`src/rtl/nn_link_pkg.sv`:
```
// Shared constants and FSM state type for the Arduino serial link (both directions).
package nn_link_pkg;

  localparam int unsigned dataWidth  = 16;
  localparam int unsigned numOutputs = 10;
  localparam int unsigned frameWords = numOutputs + 1;
  localparam logic [7:0]  headerTag  = 8'hA5;

  typedef enum logic [2:0] {IDLE, LEAD, SHIFT, TRAIL, DONE} nn_state_e;

endpackage

```
`src/rtl/nn_result_serializer_if.sv`:
```
// Result-offer and serial-pin bundle between the network side and the serializer.
interface nn_result_serializer_if;
  import nn_link_pkg::*;

  logic [numOutputs*dataWidth-1:0] NNout;
  logic [3:0]                      maxIndex;
  logic                            resultValid;
  logic                            ready;
  logic                            serialClockOut;
  logic                            serialDataOut;
  logic                            frameOut;
  logic                            txDone;
  logic                            overrun;

  modport master (
    output NNout, maxIndex, resultValid,
    input  ready, serialClockOut, serialDataOut, frameOut, txDone, overrun
  );

  modport slave (
    input  NNout, maxIndex, resultValid,
    output ready, serialClockOut, serialDataOut, frameOut, txDone, overrun
  );

endinterface

```
`src/rtl/serial_tick_gen.sv`:
```
// Half-period divider for the serial clock; held cleared while disabled.
module serial_tick_gen #(
  parameter int unsigned clkDiv = 25
) (
  input  logic clk,
  input  logic reset,
  input  logic en_i,
  input  logic phase_en_i,
  output logic half_tick_o,
  output logic phase_o
);

  localparam int unsigned CntW = $clog2(clkDiv);

  logic [CntW-1:0] cnt_q, cnt_d;
  logic            phase_q, phase_d;

  assign half_tick_o = en_i && (cnt_q == CntW'(clkDiv - 1));
  assign phase_o     = phase_q;

  always_comb begin
    cnt_d   = cnt_q;
    phase_d = phase_q;
    if (!en_i) begin
      cnt_d   = '0;
      phase_d = 1'b0;
    end else if (half_tick_o) begin
      cnt_d = '0;
      // Phase only toggles while bits are shifting; lead/trail keep the clock low.
      if (phase_en_i) phase_d = ~phase_q;
    end else begin
      cnt_d = cnt_q + CntW'(1);
    end
  end

  always_ff @(posedge clk or posedge reset) begin
    if (reset) begin
      cnt_q   <= '0;
      phase_q <= 1'b0;
    end else begin
      cnt_q   <= cnt_d;
      phase_q <= phase_d;
    end
  end

endmodule

```
`src/rtl/nn_result_serializer.sv`:
```
// Captures a classification result and sends it as one framed MSB-first burst of words.
module nn_result_serializer
  import nn_link_pkg::*;
#(
  parameter int unsigned clkDiv = 25
) (
  input logic                   clk,
  input logic                   reset,
  nn_result_serializer_if.slave bus
);

  localparam int unsigned BitW  = $clog2(dataWidth);
  localparam int unsigned WordW = $clog2(frameWords);

  nn_state_e             state_q, state_d;
  logic [dataWidth-1:0]  frame_q [frameWords];
  logic [dataWidth-1:0]  frame_d [frameWords];
  logic [WordW-1:0]      word_q, word_d;
  logic [BitW-1:0]       bit_q, bit_d;
  logic                  sdo_q, sdo_d;
  logic                  ready_q, frame_out_q, tx_done_q;
  logic                  overrun_q, overrun_d;
  logic                  half_tick, phase;
  logic                  tick_en;

  assign tick_en = (state_q == LEAD) || (state_q == SHIFT) || (state_q == TRAIL);

  serial_tick_gen #(
    .clkDiv (clkDiv)
  ) u_tick (
    .clk         (clk),
    .reset       (reset),
    .en_i        (tick_en),
    .phase_en_i  (state_q == SHIFT),
    .half_tick_o (half_tick),
    .phase_o     (phase)
  );

  always_comb begin
    state_d   = state_q;
    frame_d   = frame_q;
    word_d    = word_q;
    bit_d     = bit_q;
    sdo_d     = sdo_q;
    overrun_d = overrun_q;
    unique case (state_q)
      IDLE: begin
        if (bus.resultValid) begin
          frame_d[0] = {headerTag, 4'h0, bus.maxIndex};
          for (int i = 0; i < numOutputs; i++) begin
            frame_d[i+1] = bus.NNout[i*dataWidth +: dataWidth];
          end
          word_d    = '0;
          bit_d     = BitW'(dataWidth - 1);
          sdo_d     = frame_d[0][dataWidth-1];
          overrun_d = 1'b0;
          state_d   = LEAD;
        end
      end
      LEAD: if (half_tick) state_d = SHIFT;
      SHIFT: begin
        // End of a high half: move data on the falling edge of the serial clock.
        if (half_tick && phase) begin
          if (bit_q == '0) begin
            if (word_q == WordW'(numOutputs)) begin
              sdo_d   = 1'b0;
              state_d = TRAIL;
            end else begin
              word_d = word_q + WordW'(1);
              bit_d  = BitW'(dataWidth - 1);
              sdo_d  = frame_q[word_q + WordW'(1)][dataWidth-1];
            end
          end else begin
            bit_d = bit_q - BitW'(1);
            sdo_d = frame_q[word_q][bit_q - BitW'(1)];
          end
        end
      end
      TRAIL: if (half_tick) state_d = DONE;
      DONE: begin
        sdo_d   = 1'b0;
        state_d = IDLE;
      end
      default: state_d = IDLE;
    endcase
    if (bus.resultValid && (state_q != IDLE)) overrun_d = 1'b1;
  end

  always_ff @(posedge clk or posedge reset) begin
    if (reset) begin
      state_q     <= IDLE;
      for (int i = 0; i < frameWords; i++) frame_q[i] <= '0;
      word_q      <= '0;
      bit_q       <= '0;
      sdo_q       <= 1'b0;
      ready_q     <= 1'b1;
      frame_out_q <= 1'b0;
      tx_done_q   <= 1'b0;
      overrun_q   <= 1'b0;
    end else begin
      state_q     <= state_d;
      frame_q     <= frame_d;
      word_q      <= word_d;
      bit_q       <= bit_d;
      sdo_q       <= sdo_d;
      ready_q     <= (state_d == IDLE);
      frame_out_q <= (state_d == LEAD) || (state_d == SHIFT) || (state_d == TRAIL);
      tx_done_q   <= (state_d == DONE);
      overrun_q   <= overrun_d;
    end
  end

  assign bus.ready          = ready_q;
  assign bus.serialClockOut = phase;
  assign bus.serialDataOut  = sdo_q;
  assign bus.frameOut       = frame_out_q;
  assign bus.txDone         = tx_done_q;
  assign bus.overrun        = overrun_q;

endmodule

```
`src/flat_wrapper.sv`:
```
// flat-port wrapper written by rule: the top's interface ports become plain ports
module nn_result_serializer_flat import nn_link_pkg::*;
#(
  parameter int unsigned clkDiv = 25
)
  (clk, reset, bus_NNout, bus_maxIndex, bus_resultValid, bus_ready, bus_serialClockOut, bus_serialDataOut, bus_frameOut, bus_txDone, bus_overrun);
  nn_result_serializer_if bus_i ();
  input logic clk;
  input logic reset;
  input wire logic [$bits(bus_i.NNout)-1:0] bus_NNout;
  input wire logic [$bits(bus_i.maxIndex)-1:0] bus_maxIndex;
  input wire logic [$bits(bus_i.resultValid)-1:0] bus_resultValid;
  output wire logic [$bits(bus_i.ready)-1:0] bus_ready;
  output wire logic [$bits(bus_i.serialClockOut)-1:0] bus_serialClockOut;
  output wire logic [$bits(bus_i.serialDataOut)-1:0] bus_serialDataOut;
  output wire logic [$bits(bus_i.frameOut)-1:0] bus_frameOut;
  output wire logic [$bits(bus_i.txDone)-1:0] bus_txDone;
  output wire logic [$bits(bus_i.overrun)-1:0] bus_overrun;
  assign bus_i.NNout = bus_NNout;
  assign bus_i.maxIndex = bus_maxIndex;
  assign bus_i.resultValid = bus_resultValid;
  assign bus_ready = bus_i.ready;
  assign bus_serialClockOut = bus_i.serialClockOut;
  assign bus_serialDataOut = bus_i.serialDataOut;
  assign bus_frameOut = bus_i.frameOut;
  assign bus_txDone = bus_i.txDone;
  assign bus_overrun = bus_i.overrun;
  nn_result_serializer #(.clkDiv(clkDiv)) u_core (.clk(clk), .reset(reset), .bus(bus_i));
endmodule
```
`config.mk`:
```
export PLATFORM = sky130hd
export DESIGN_NAME = nn_result_serializer_flat
export DESIGN_NICKNAME = d
export VERILOG_FILES = /design/src/rtl/nn_link_pkg.sv /design/src/rtl/nn_result_serializer_if.sv /design/src/rtl/serial_tick_gen.sv /design/src/rtl/nn_result_serializer.sv /design/src/flat_wrapper.sv
export SDC_FILE = /design/constraint.sdc
export NUM_CORES = 1
export LEC_CHECK = 0
export BUFFER_PORTS_ARGS = -buffer_cell sky130_fd_sc_hd__buf_2
export CORE_MARGIN = 2
export CORE_UTILIZATION = 50
export CTS_CLUSTER_SIZE = 30
export DETAILED_ROUTE_END_ITERATION = 10
export PLACE_DENSITY = 0.76
export REMOVE_ABC_BUFFERS = 1
export SLEW_MARGIN = 25
export SYNTH_ARGS = -nofsm -noshare
export SYNTH_HDL_FRONTEND = slang
export SYNTH_SLANG_ARGS = --single-unit
```
`constraint.sdc`:
```
create_clock -name clk -period 5.06 [get_ports clk]
set_input_delay 0.253 -clock clk [delete_from_list [all_inputs] [get_ports clk]]
set_output_delay 0.253 -clock clk [all_outputs]
set_load 0.05 [all_outputs]
```
==> results.py <==
metrics = {
    "cts": {
        "cts-resized-gates": 0,
        "cts-buffers-inserted": 17,
        "clkTransAtPathRegs_ns": 0.08,
        "worstSkewPairLatency_ns": 0.44,
        "cts_tree": "yes",
        "clockRootBuffer": "clkbuf_16",
        "ctsHtreeMaxLevel": 4,
        "cts_buffer_depth": 2,
        "clock_sinks": 187,
    },
    "min_path": {
        "hp-class": "in2reg",
        "hp-start": "bus_NNout[83]",
        "hold-path-endpoint": "u_core.frame_q[67]$_DFFE_PP0P_",
        "hold_depth": 2,
    },
    "detailed_routing": {
        "wl_per_cell_um": 18.67,
        "vias": 5899,
        "ant_nets": 0,
        "dr.pass1.iters": 4,
        "vias_per_cell": 5.544,
        "drc": 0,
        "drtIter0Drc": 333,
        "wl_um": 19860,
    },
    "yosys": {
        "syn_area_per_cell_um2": 13.49,
        "synth_edf_count": 0,
        "ys.flop_type": "dfrtp_1",
        "netlist_instances": 666,
        "yosysUniqueCellTypes": 67,
        "async_flop_share_pct": 100.0,
        "syn_area_um2": 8985,
        "seq_area_frac_synth_pct": 52.10,
        "synth-seq-cells": 187,
        "yosysWarnings": 0,
    },
    "critical_path": {
        "worstSetupPathType": "reg2reg",
        "r2r_start": "u_core.word_q[1]$_DFFE_PP0P_",
        "path_cells": "buf_4, and2b_1, a221oi_1, a211oi_1, a21oi_1, a221oi_2, o32ai_1, o221ai_1",
        "r2r_slack_ns": 2.09,
        "cp.required_ns": 5.41,
        "reg2reg_to": "u_core.bus.serialDataOut$_DFFE_PP0P_",
        "cp-start-kind": "flop",
        "crit_fanout": 33,
        "critical_path.max_stage_delay_ns": 0.93,
        "worstRegToRegCells": 8,
        "end_kind": "flop",
        "cp_slowest_cell": "dfrtp_2",
        "cp_data_arrival_time_ns": 3.31,
    },
    "sta": {
        "fin_crit_sh_pct": 58.61,
        "whs_ns": 0.03763,
        "setup_viol": 0,
        "worst_pin_slew_ns": 0.8861,
        "setup_tns_ns": 0,
        "rsz0062_at_grt": "no",
        "final_max_slew_viol_count": 0,
        "timing_hold_violations_final": 0,
        "maxSlewHeadroom_pct": 40.93,
        "max_freq_ghz": 0.3372,
        "clock_skew_ns": 0.01269,
        "min_period_ns": 2.966,
    },
    "floorplan": {
        "rows": 49,
        "die_area_um2": 19060,
        "initial_utilization_pct": 50.53,
        "io_pins": 173,
        "die_w_um": 138.1,
        "coreArea_um2": 17780,
        "chipHeight_um": 138.1,
    },
    "placement": {
        "place_congestion": 0.8198,
        "port_buffers": 172,
        "placed_area_um2": 9903,
        "hpwl_um": 13970,
    },
    "outcome": {
        "status": "finished, final reports clean",
    },
    "layout": {
        "multi_input_area_um2": 3966,
        "fillers": 1451,
        "final_layout_size_suffix_gt1_share_pct": 52.58,
        "design_area_um2": 10530,
        "nets": 993,
        "syn2layout_area_growth_pct": 17.18,
        "regArea_um2": 4683,
        "mostFrequentLayoutCells": "mux2_2, dfrtp_1, buf_2",
        "final_util_pct": 59.22,
        "final_common_cell": "mux2_2",
    },
    "power": {
        "ir_drop_mv": 0.2565,
        "p_total_mw": 5.666,
        "p_leak_nw": 4.516,
        "p_per_area_nw_per_um2": 538.1,
    },
    "global_routing": {
        "grt_overflow": 0,
        "grt_pass1_vias": 6205,
        "grt_pass1_wl_um": 32640,
        "antenna_found_initial": 4,
        "grt_max_degree": 137,
        "grtUsageTotal_pct": 21.52,
    },
    "run": {
        "drv_cap": 0,
    },
}
-- how the worst max path moves through the flow --
stage                                      start                              endpoint  slack [ns]  cells after the start
floorplan                                  reset           u_core.bit_q[0]$_DFFE_PP0P_       -0.28                      1
global placement    u_core.word_q[1]$_DFFE_PP0P_  u_core.bus.serialDataOut$_DFFE_PP0P_        2.18                      8
detailed placement  u_core.word_q[1]$_DFFE_PP0P_  u_core.bus.serialDataOut$_DFFE_PP0P_        2.09                      8
CTS                 u_core.word_q[1]$_DFFE_PP0P_  u_core.bus.serialDataOut$_DFFE_PP0P_        2.08                      8
global route        u_core.word_q[1]$_DFFE_PP0P_  u_core.bus.serialDataOut$_DFFE_PP0P_        1.91                      8
finish              u_core.word_q[1]$_DFFE_PP0P_  u_core.bus.serialDataOut$_DFFE_PP0P_        2.09                      8
-- cell usage after synthesis (3+ instances only) --
library cell | n | area [um^2]
a21oi_1 | 19 | 95.09
dfrtp_1 | 186 | 4654
clkbuf_1 | 6 | 22.52
ha_1 | 6 | 75.07
nor3_1 | 8 | 40.04
inv_1 | 10 | 37.54
mux2_2 | 189 | 2128
a211oi_1 | 12 | 90.09
o22ai_1 | 8 | 50.05
a221oi_1 | 5 | 43.79
nand3_1 | 7 | 35.03
o21ai_1 | 4 | 20.02
buf_6 | 7 | 78.83
xnor2_1 | 4 | 35.03
o21ai_0 | 17 | 85.08
xor2_1 | 3 | 26.28
mux2i_1 | 12 | 120.1
and2_1 | 3 | 18.77
nor2_1 | 23 | 86.33
mux4_2 | 14 | 315.3
nand2_1 | 24 | 90.09
a22oi_1 | 9 | 67.56
buf_2 | 27 | 135.1
nor2b_1 | 4 | 25.02
nand2b_1 | 3 | 18.77
a221oi_2 | 4 | 60.06
mux2_4 | 4 | 60.06
o31ai_1 | 3 | 22.52
-- registers in the layout, indices dropped and copies added (netlist names) --
signal,cells
u_core.frame_q,165
u_core.u_tick.cnt_q,5
u_core.bit_q,4
u_core.word_q,4
u_core.state_q,3
u_core.bus.frameOut,1
u_core.bus.overrun,1
u_core.bus.ready,1
u_core.bus.serialDataOut,1
u_core.bus.txDone,1
u_core.u_tick.phase_o,1
-- routing by layer --
| layer | wire (um) | vias up | part of all wire [%] | track usage [%] |
|---|---|---|---|---|
| met4 | 329 | 4 | 1.7 | 6.552 |
| met3 | 1658 | 32 | 8.3 | 8.313 |
| met5 | 24 | - | 0.12 | 0 |
| li1 | - | 2761 | - | - |
| met1 | 8982 | 2914 | 45 | 29.62 |
| met2 | 8865 | 188 | 45 | 31.89 |
-- layout make-up --
cell class / instances / share of cell area [%]
clock inverters: 15 / 1.236
inverters: 13 / 0.5348
flip-flops and latches: 187 / 44.48
multi-input cells: 421 / 37.67
diodes: 2 / 0.04753
well taps: 229 / 2.721
clock buffers: 17 / 4.040
repair buffers: 180 / 9.269
-- kinds of logic after synthesis --
| family | Yosys count | share of synthesized area (%) |
|---|---|---|
| buffers and inverters | 58 | 3.788 |
| DFF | 187 | 52.10 |
| muxes | 223 | 30.04 |
| AOI/OAI and AO/OA | 99 | 7.854 |
| adders and majority gates | 6 | 0.8355 |
| and+or+nand+nor | 86 | 4.707 |
| xor gates and xnor gates | 7 | 0.6824 |
-- stage by stage --
stage                     setup WS, ns  instances
after global placement           2.177       1027
after detailed placement         2.093       1027
after global routing             1.911       1062
after floorplan                -0.2768        621
final                            2.094       1064
after CTS                        2.076       1059
-- where the power goes --
part           internal (mW)  total (mW)  switching [mW]
clock                  0.646        1.26           0.617
sequential              2.22        2.68           0.466
combinational           1.05        1.72           0.669
total                   3.91        5.67            1.75
-- critical path, delay by kind of cell, from the launching register on --
kind,cells,cell delay [ns]
AOI/OAI and AO/OA,6,1.11
DFF,1,0.93
and+or+nand+nor,1,0.47
buffers and inverters,1,0.36
-- what timing repair did --
item                      CTS  global route
setup buffers               0             0
hold endpoints to repair    0            35
hold buffers                0             1
No activity file was read; power rests on OpenSTA's default activity.
